`src/rtl/alu_exec_unit.sv`:
```
// ---------------------------------------------------------------------------
// alu_exec_unit
//
// Execute-stage ALU for the multi-cycle RISC-V datapath. Logical, arithmetic
// and compare operations complete one cycle after accept. SLL/SRL/SRA run on
// an iterative shifter that moves the operand one bit per cycle, so a shift
// by k (k > 0) takes k+1 cycles from accept to result.
//
// Ports:
//   clk         rising-edge clock
//   reset       asynchronous, active-low reset
//   in_valid    request valid           in_ready   unit idle, can accept
//   ALUControl  4-bit op code           SrcA/SrcB  operands (SrcB low bits = shamt)
//   out_valid   result valid            out_ready  consumer takes the result
//   ALUResult   registered result       Zero       ALUResult == 0
//   IllegalOp   result came from an unsupported op code
//
// WIDTH must equal 2**SHAMT_W.
// ---------------------------------------------------------------------------
module alu_exec_unit #(
    parameter int WIDTH   = 32,
    parameter int SHAMT_W = 5
) (
    input  logic             clk,
    input  logic             reset,
    input  logic             in_valid,
    output logic             in_ready,
    input  logic [3:0]       ALUControl,
    input  logic [WIDTH-1:0] SrcA,
    input  logic [WIDTH-1:0] SrcB,
    output logic             out_valid,
    input  logic             out_ready,
    output logic [WIDTH-1:0] ALUResult,
    output logic             Zero,
    output logic             IllegalOp
);

    localparam logic [3:0] OP_ADD  = 4'b0000;
    localparam logic [3:0] OP_SUB  = 4'b0001;
    localparam logic [3:0] OP_AND  = 4'b0010;
    localparam logic [3:0] OP_OR   = 4'b0011;
    localparam logic [3:0] OP_SLL  = 4'b0100;
    localparam logic [3:0] OP_SLT  = 4'b0101;
    localparam logic [3:0] OP_SLTU = 4'b0110;
    localparam logic [3:0] OP_XOR  = 4'b0111;
    localparam logic [3:0] OP_SRL  = 4'b1000;
    localparam logic [3:0] OP_SRA  = 4'b1001;

    localparam logic [SHAMT_W-1:0] CNT_ONE = {{(SHAMT_W-1){1'b0}}, 1'b1};

    typedef enum logic [1:0] {
        IDLE  = 2'd0,
        SHIFT = 2'd1,
        DONE  = 2'd2
    } state_t;

    state_t             state_reg,   state_next;
    logic [WIDTH-1:0]   result_reg,  result_next;
    logic [WIDTH-1:0]   work_reg,    work_next;
    logic [SHAMT_W-1:0] cnt_reg,     cnt_next;
    logic               illegal_reg, illegal_next;
    logic               shl_reg,     shl_next;   // 1: shift left, 0: shift right
    logic               sra_reg,     sra_next;   // right shift fills with MSB

    logic [WIDTH-1:0]   alu_value;
    logic [WIDTH-1:0]   shl_value;
    logic [WIDTH-1:0]   shr_value;
    logic [WIDTH-1:0]   shift_step;
    logic [SHAMT_W-1:0] shamt;
    logic               is_shift;
    logic               is_illegal;

    assign shamt      = SrcB[SHAMT_W-1:0];
    assign is_shift   = (ALUControl == OP_SLL) || (ALUControl == OP_SRL) ||
                        (ALUControl == OP_SRA);
    assign is_illegal = (ALUControl > OP_SRA);

    // Single-cycle operations
    always_comb begin
        alu_value = '0;
        case (ALUControl)
            OP_ADD:  alu_value = SrcA + SrcB;
            OP_SUB:  alu_value = SrcA - SrcB;
            OP_AND:  alu_value = SrcA & SrcB;
            OP_OR:   alu_value = SrcA | SrcB;
            OP_XOR:  alu_value = SrcA ^ SrcB;
            OP_SLT:  alu_value = {{(WIDTH-1){1'b0}}, ($signed(SrcA) < $signed(SrcB))};
            OP_SLTU: alu_value = {{(WIDTH-1){1'b0}}, (SrcA < SrcB)};
            default: alu_value = '0;
        endcase
    end

    // One-bit shift of the work register, built per bit position
    genvar gi;
    generate
        for (gi = 0; gi < WIDTH; gi++) begin : g_shift_bit
            if (gi == 0) begin : g_shl_lsb
                assign shl_value[gi] = 1'b0;
            end else begin : g_shl_mid
                assign shl_value[gi] = work_reg[gi-1];
            end
            if (gi == WIDTH-1) begin : g_shr_msb
                assign shr_value[gi] = sra_reg & work_reg[WIDTH-1];
            end else begin : g_shr_mid
                assign shr_value[gi] = work_reg[gi+1];
            end
        end
    endgenerate

    assign shift_step = shl_reg ? shl_value : shr_value;

    // Next-state and datapath control
    always_comb begin
        state_next   = state_reg;
        result_next  = result_reg;
        work_next    = work_reg;
        cnt_next     = cnt_reg;
        illegal_next = illegal_reg;
        shl_next     = shl_reg;
        sra_next     = sra_reg;
        case (state_reg)
            IDLE: begin
                if (in_valid) begin
                    state_next = DONE;
                    if (is_shift) begin
                        work_next    = SrcA;
                        cnt_next     = shamt;
                        shl_next     = (ALUControl == OP_SLL);
                        sra_next     = (ALUControl == OP_SRA);
                        illegal_next = 1'b0;
                        if (shamt == '0) begin
                            result_next = SrcA;
                        end else begin
                            state_next = SHIFT;
                        end
                    end else begin
                        result_next  = is_illegal ? '0 : alu_value;
                        illegal_next = is_illegal;
                    end
                end
            end
            SHIFT: begin
                work_next = shift_step;
                cnt_next  = cnt_reg - CNT_ONE;
                // Last step: publish the shifted value directly
                if (cnt_reg == CNT_ONE) begin
                    result_next = shift_step;
                    state_next  = DONE;
                end
            end
            DONE: begin
                if (out_ready) begin
                    state_next = IDLE;
                end
            end
            default: state_next = IDLE;
        endcase
    end

    always_ff @(posedge clk or negedge reset) begin
        if (!reset) begin
            state_reg   <= IDLE;
            result_reg  <= '0;
            work_reg    <= '0;
            cnt_reg     <= '0;
            illegal_reg <= 1'b0;
            shl_reg     <= 1'b0;
            sra_reg     <= 1'b0;
        end else begin
            state_reg   <= state_next;
            result_reg  <= result_next;
            work_reg    <= work_next;
            cnt_reg     <= cnt_next;
            illegal_reg <= illegal_next;
            shl_reg     <= shl_next;
            sra_reg     <= sra_next;
        end
    end

    assign in_ready  = (state_reg == IDLE);
    assign out_valid = (state_reg == DONE);
    assign ALUResult = result_reg;
    assign Zero      = (result_reg == '0);
    assign IllegalOp = illegal_reg;

endmodule

```
`config.mk`:
```
export PLATFORM = sky130hd
export DESIGN_NAME = alu_exec_unit
export DESIGN_NICKNAME = d
export VERILOG_FILES = /design/src/rtl/alu_exec_unit.sv
export SDC_FILE = /design/constraint.sdc
export NUM_CORES = 1
export LEC_CHECK = 0
export CAP_MARGIN = 20
export CORE_MARGIN = 2
export CORE_UTILIZATION = 53
export CTS_CLUSTER_DIAMETER = 100
export DETAILED_ROUTE_END_ITERATION = 8
export HOLD_SLACK_MARGIN = 0.05
export PLACE_DENSITY = 0.89
export RECOVER_POWER = 100
export SYNTH_ARGS = -nofsm -noshare
export SYNTH_HDL_FRONTEND = slang
export SYNTH_SLANG_ARGS = --single-unit
```
`constraint.sdc`:
```
create_clock -name clk -period 2.1 [get_ports clk]
set_clock_uncertainty 0.2 [all_clocks]
set_input_delay 0.42 -clock clk [delete_from_list [all_inputs] [get_ports clk]]
set_output_delay 0.42 -clock clk [all_outputs]
set_load 0.03 [all_outputs]
```
==> flow_summary.json, run 1 <==
{
  "netlist_instances": 1222,
  "io_pins": 108,
  "synth-main-ff-cell": "dfrtp_1",
  "yosysWarnings": 0,
  "gp_congestion": 1.13,
  "firstError": "[ERROR GRT-0116] Global routing finished with congestion. Check the congestion regions in the DRC Viewer.",
  "stop_stage": "5_1_grt",
  "htreeDepth": 3,
  "synthTopCellsByArea": "dfrtp_1 (21%), ha_1 (16%), a21oi_1 (8.1%)",
  "synth_nets": 1411,
  "synthArstFlopShare_pct": 100,
  "netlist_area_um2": 8880,
  "rows": 47,
  "grt-ovfl-total": 17,
  "hpwlAfterDp_mm": 30.7,
  "clkSinkCount": 74,
  "cts_root_buffer": "clkbuf_16",
  "grt_first_pass_wirelength_mm": 96.6,
  "avgSynthCellArea_um2": 7.27,
  "grt_pass1_vias": 16032,
  "yosysTopAreaCell": "dfrtp_1",
  "start_util_pct": 53.9,
  "synth_edf_count": 0,
  "cts_max_path_buffers": 2,
  "cts_buffers": 9,
  "ys_ff_latch": 74,
  "outcome": "did not finish",
  "grt_usage_pct": 71.5,
  "die_h_um": 133,
  "yosysSeqAreaShare_pct": 20.8,
  "synth_cell_types": 69,
  "grt_start_max_net_pins": 39,
  "yosysTopAreaCellShare_pct": 20.8,
  "die_w_um": 133,
  "portBuffers": 107
}
stage by stage:
stage | cells | cell area [um2] | hold slack [ns] | setup slack (ns) | util, %
floorplan | 1222 | 9390 | -0.0756 | -1.60 | -
global placement | 1820 | 13100 | 0.144 | -2.55 | 79.3
detailed placement | 1820 | 13100 | 0.141 | -2.66 | 79.3
CTS | 1872 | 14300 | 0.295 | -1.84 | 87.1
cells by family after synthesis:
group                    count (synthesis)  synth area share [%]
AND/OR/NAND/NOR                        350                  17.3
flip-flops                              74                  20.8
XOR/XNOR                                19                  1.87
AO/OA/AOI/OAI                          444                  31.2
buffers and inverters                  179                  7.66
adder cells (fa/ha/maj)                117                  16.7
multiplexers                            39                  4.45
Yosys cell counts, drive strengths merged, types with 6 or more instances:
library cell	n
nor3	18
a221oi	18
buf	8
o221ai	11
nor2	130
nor4	14
nand3	17
xnor2	19
o21ai	114
o211ai	10
a21o	16
a31oi	34
o21a	9
clkbuf	72
a21oi	143
inv	98
nor2b	10
o22ai	9
a311oi	15
mux2i	35
a22oi	6
dfrtp	74
o21bai	14
nand2b	10
nand2	121
ha	115
routing by layer:
layer	global-route usage (%)	overflow
met1	71.4	0
met4	70.7	10
met2	86.9	7
met5	28.9	0
met3	57.4	0
repair_timing:
action                                  in CTS
hold buffers                                 1
pin swaps                                   87
gates resized for setup                    241
cloned                                       2
endpoints found under the hold margin       19
buffers inserted                            35
endpoints found under the setup margin      86
==> inputs of run 2 (changes only) <==
Settings changed: CORE_UTILIZATION 53 to 40, CTS_CLUSTER_DIAMETER 100 to unset, HOLD_SLACK_MARGIN 0.05 to unset, PLACE_DENSITY 0.89 to unset, PLACE_DENSITY_LB_ADDON set to 0.15.
Clock period 2.1 ns to 2.7 ns, I/O delays scaled along.
==> flow_summary.json, run 2 <==
{
  "synth_nets": 1411,
  "yosysMostFrequentCell": "a21oi_1",
  "fin_nets": 1823,
  "netlist_instances": 1222,
  "antenna_found_initial": 1,
  "nFillCells": 1885,
  "clkTransAtPathRegs_ns": 0.07,
  "cpPeakStageDelay_ns": 0.43,
  "worst_slew_pin_slew_ns": 0.806,
  "cts_buffers": 9,
  "clk_latency_ns": 0.35,
  "cts_root_buffer": "clkbuf_16",
  "slowest_stage": "or4_4",
  "wl_mm": 37.0,
  "synth_top_family_by_area": "compound AO/OA/AOI/OAI gates",
  "grt_setup_unrepaired": "yes",
  "synth_cell_types": 69,
  "die_w_um": 153,
  "start_kind": "input port",
  "grt-ovfl-total": 0,
  "worst_slack_ns": -1.18,
  "wl_per_cell_um": 19.3,
  "period_share_pct": 144,
  "yosysWarnings": 0,
  "clock.fmax_mhz": 258,
  "core_area_um2": 21800,
  "final_common_cell": "buf_4",
  "drtIter0Drc": 856,
  "clockPowerShare_pct": 14.3,
  "cts_max_path_buffers": 2,
  "synth-main-ff-cell": "dfrtp_1",
  "place_ws_ns": -2.04,
  "drc": 0,
  "synth_mux_area_share_pct": 4.45,
  "final_cell_mix": "buf_4 (334), nor2_1 (122), nand2_1 (119), a21oi_1 (111), ha_1 (95)",
  "setup_viol": 28,
  "ys_ff_latch": 74,
  "gp_congestion": 0.959,
  "drive_gt1_share_pct": 34.3,
  "synth_compound_area_share_pct": 31.2,
  "io_pins": 108,
  "rows": 54,
  "synth_fa_ha_area_share_pct": 16.7,
  "num_vias": 10838,
  "grt_usage_pct": 30.6,
  "p_per_area_nw_per_um2": 573,
  "relSlewSlack_pct": 46.3,
  "netlist_area_um2": 8880,
  "finalCriticalPeriod_ns": 3.88,
  "hp-class": "flip-flop to flip-flop",
  "synthTopCellsByCount": "a21oi_1 (143), nor2_1 (130), nand2_1 (121), ha_1 (115), o21ai_0 (96)",
  "yosys.area_share.simple_pct": 17.3,
  "p_seq_share_pct": 27.1,
  "ir_drop_mv": 0.636,
  "synth-xor-area-share_pct": 1.87,
  "hpwlAfterDp_mm": 28.9,
  "drt-pass1-iter-count": 6,
  "power_frac_comb_pct": 58.6,
  "crit_type": "input port to flip-flop",
  "hold_viol": 0,
  "start_util_pct": 40.7,
  "p_int_mw": 4.38,
  "crit_fanout": 4,
  "path_cells": "buf_12 -> inv_12 -> ha_4 -> fa_2 -> o21ba_4 -> or4_4 -> a311o_1 -> a31oi_4 -> nand3b_1 -> a311oi_2 -> buf_4 -> buf_6 -> a21boi_2 -> xnor2_1 -> a2111oi_2 -> a21oi_1",
  "die_h_um": 153,
  "drv.max_cap_violation_count": 0,
  "synth_edf_count": 0,
  "grt_pass1_vias": 10624,
  "via_per_inst": 5.64,
  "clkSinkCount": 74,
  "violations": "negative setup slack",
  "power_mw": 8.17,
  "htreeDepth": 3,
  "yosysTopAreaCell": "dfrtp_1",
  "required_ns": 2.73,
  "avgSynthCellArea_um2": 7.27,
  "synthArstFlopShare_pct": 100,
  "portBuffers": 107,
  "arrival_ns": 3.91,
  "drt.antenna.violating_nets": 0,
  "yosysTopAreaCellShare_pct": 20.8,
  "p_switching_mw": 3.78,
  "grt_first_pass_wirelength_mm": 56.8,
  "endpoint_kind": "flip-flop",
  "dieArea_um2": 23400,
  "area_delta_synth_final_pct": 60.5,
  "outcome": "finished, violations left",
  "yosysSeqAreaShare_pct": 20.8,
  "finalMaxSlewViolations": 0,
  "synthTopCellsByArea": "dfrtp_1 (21%), ha_1 (16%), a21oi_1 (8.1%)",
  "grt_start_max_net_pins": 46,
  "p_sw_share_pct": 46.3,
  "p_leak_nw": 6.77,
  "cts_tree": "done"
}
## run 2: cell counts after synthesis
No cell type changed its count.
## run 2: logic make-up after synthesis
family                     count (synthesis)
xor gates and xnor gates                  19
muxes                                     39
and+or+nand+nor                          350
buffers and inverters                    179
adders and majority gates                117
AOI/OAI and AO/OA                        444
DFF                                       74
## run 2: final cells by class
class	count	area (um2)	share of cell area (%)
Multi-Input combinational cell	969	7280	51.1
Timing Repair Buffer	481	4100	28.7
Sequential cell	74	1850	13.0
Inverter	99	394	2.76
Tap cell	280	350	2.46
Clock buffer	9	225	1.58
Clock inverter	7	52.6	0.369
Antenna cell	1	2.50	0.0176
## run 2: per-stage QoR
stage               hold WS [ns]  util [%]  cells  area [um2]  TNS (ns)
floorplan                 0.0444         -   1222        9120     -9.45
global placement           0.256      59.3   1870       12900    -43.70
detailed placement         0.276      59.3   1870       12900    -45.49
CTS                        0.290      63.0   1899       13800    -17.51
global route               0.329      65.3   1919       14300    -23.47
finish                     0.275      65.3   1920       14300    -17.63
## run 2: final timing paths
| kind | slack (ns) | start | to | depth (start not counted) |
|---|---|---|---|---|
| max in group asynchronous | 0.46 | reset | ALUResult[27] | 3 |
| setup reg to reg | 0.36 | cnt_reg[2] | ALUResult[31] | 8 |
| hold reg to reg | 0.27 | IllegalOp | IllegalOp | 2 |
| min in group asynchronous | 0.60 | reset | ALUResult[1] | 2 |
| setup / recovery | -1.18 | SrcA[0] | ALUResult[26] | 16 |
| hold / removal | 0.27 | IllegalOp | IllegalOp | 2 |
## run 2: worst max-delay path: cells and delay by family
family | cells | cell delay [ns]
simple gates | 2 | 0.59
fa+ha+maj | 2 | 0.49
buf+inv | 4 | 0.41
xor+xnor | 1 | 0.15
compound gates | 7 | 1.72
## run 2: metal layers
metal | vias up | share of wire (%) | global-route usage, %
met5 | - | 0 | 0
met4 | 0 | 3.7 | 11.3
met3 | 81 | 5.7 | 3.88
met2 | 424 | 47 | 51.0
met1 | 5144 | 44 | 40.7
li1 | 5189 | - | -
## run 2: what timing repair did
item                                   CTS  global route
pin swaps                               57            68
gates resized for setup                130           107
setup endpoints to repair               32            33
setup buffers                           13            23
endpoints found under the hold margin   29             0
hold buffers                             1             0
## run 2: power by group through the flow
| stage | clock network (mW) | logic (mW) | registers [mW] |
|---|---|---|---|
| after floorplan | 0 | 2.04 | 2.46 |
| after global placement | 0 | 4.43 | 2.20 |
| after detailed placement | 0 | 4.49 | 2.21 |
| after CTS | 1.19 | 4.67 | 2.20 |
| after global routing | 1.23 | 5.19 | 2.27 |
| final | 1.17 | 4.78 | 2.21 |
Note: power is estimated with default switching activity, not from simulation.
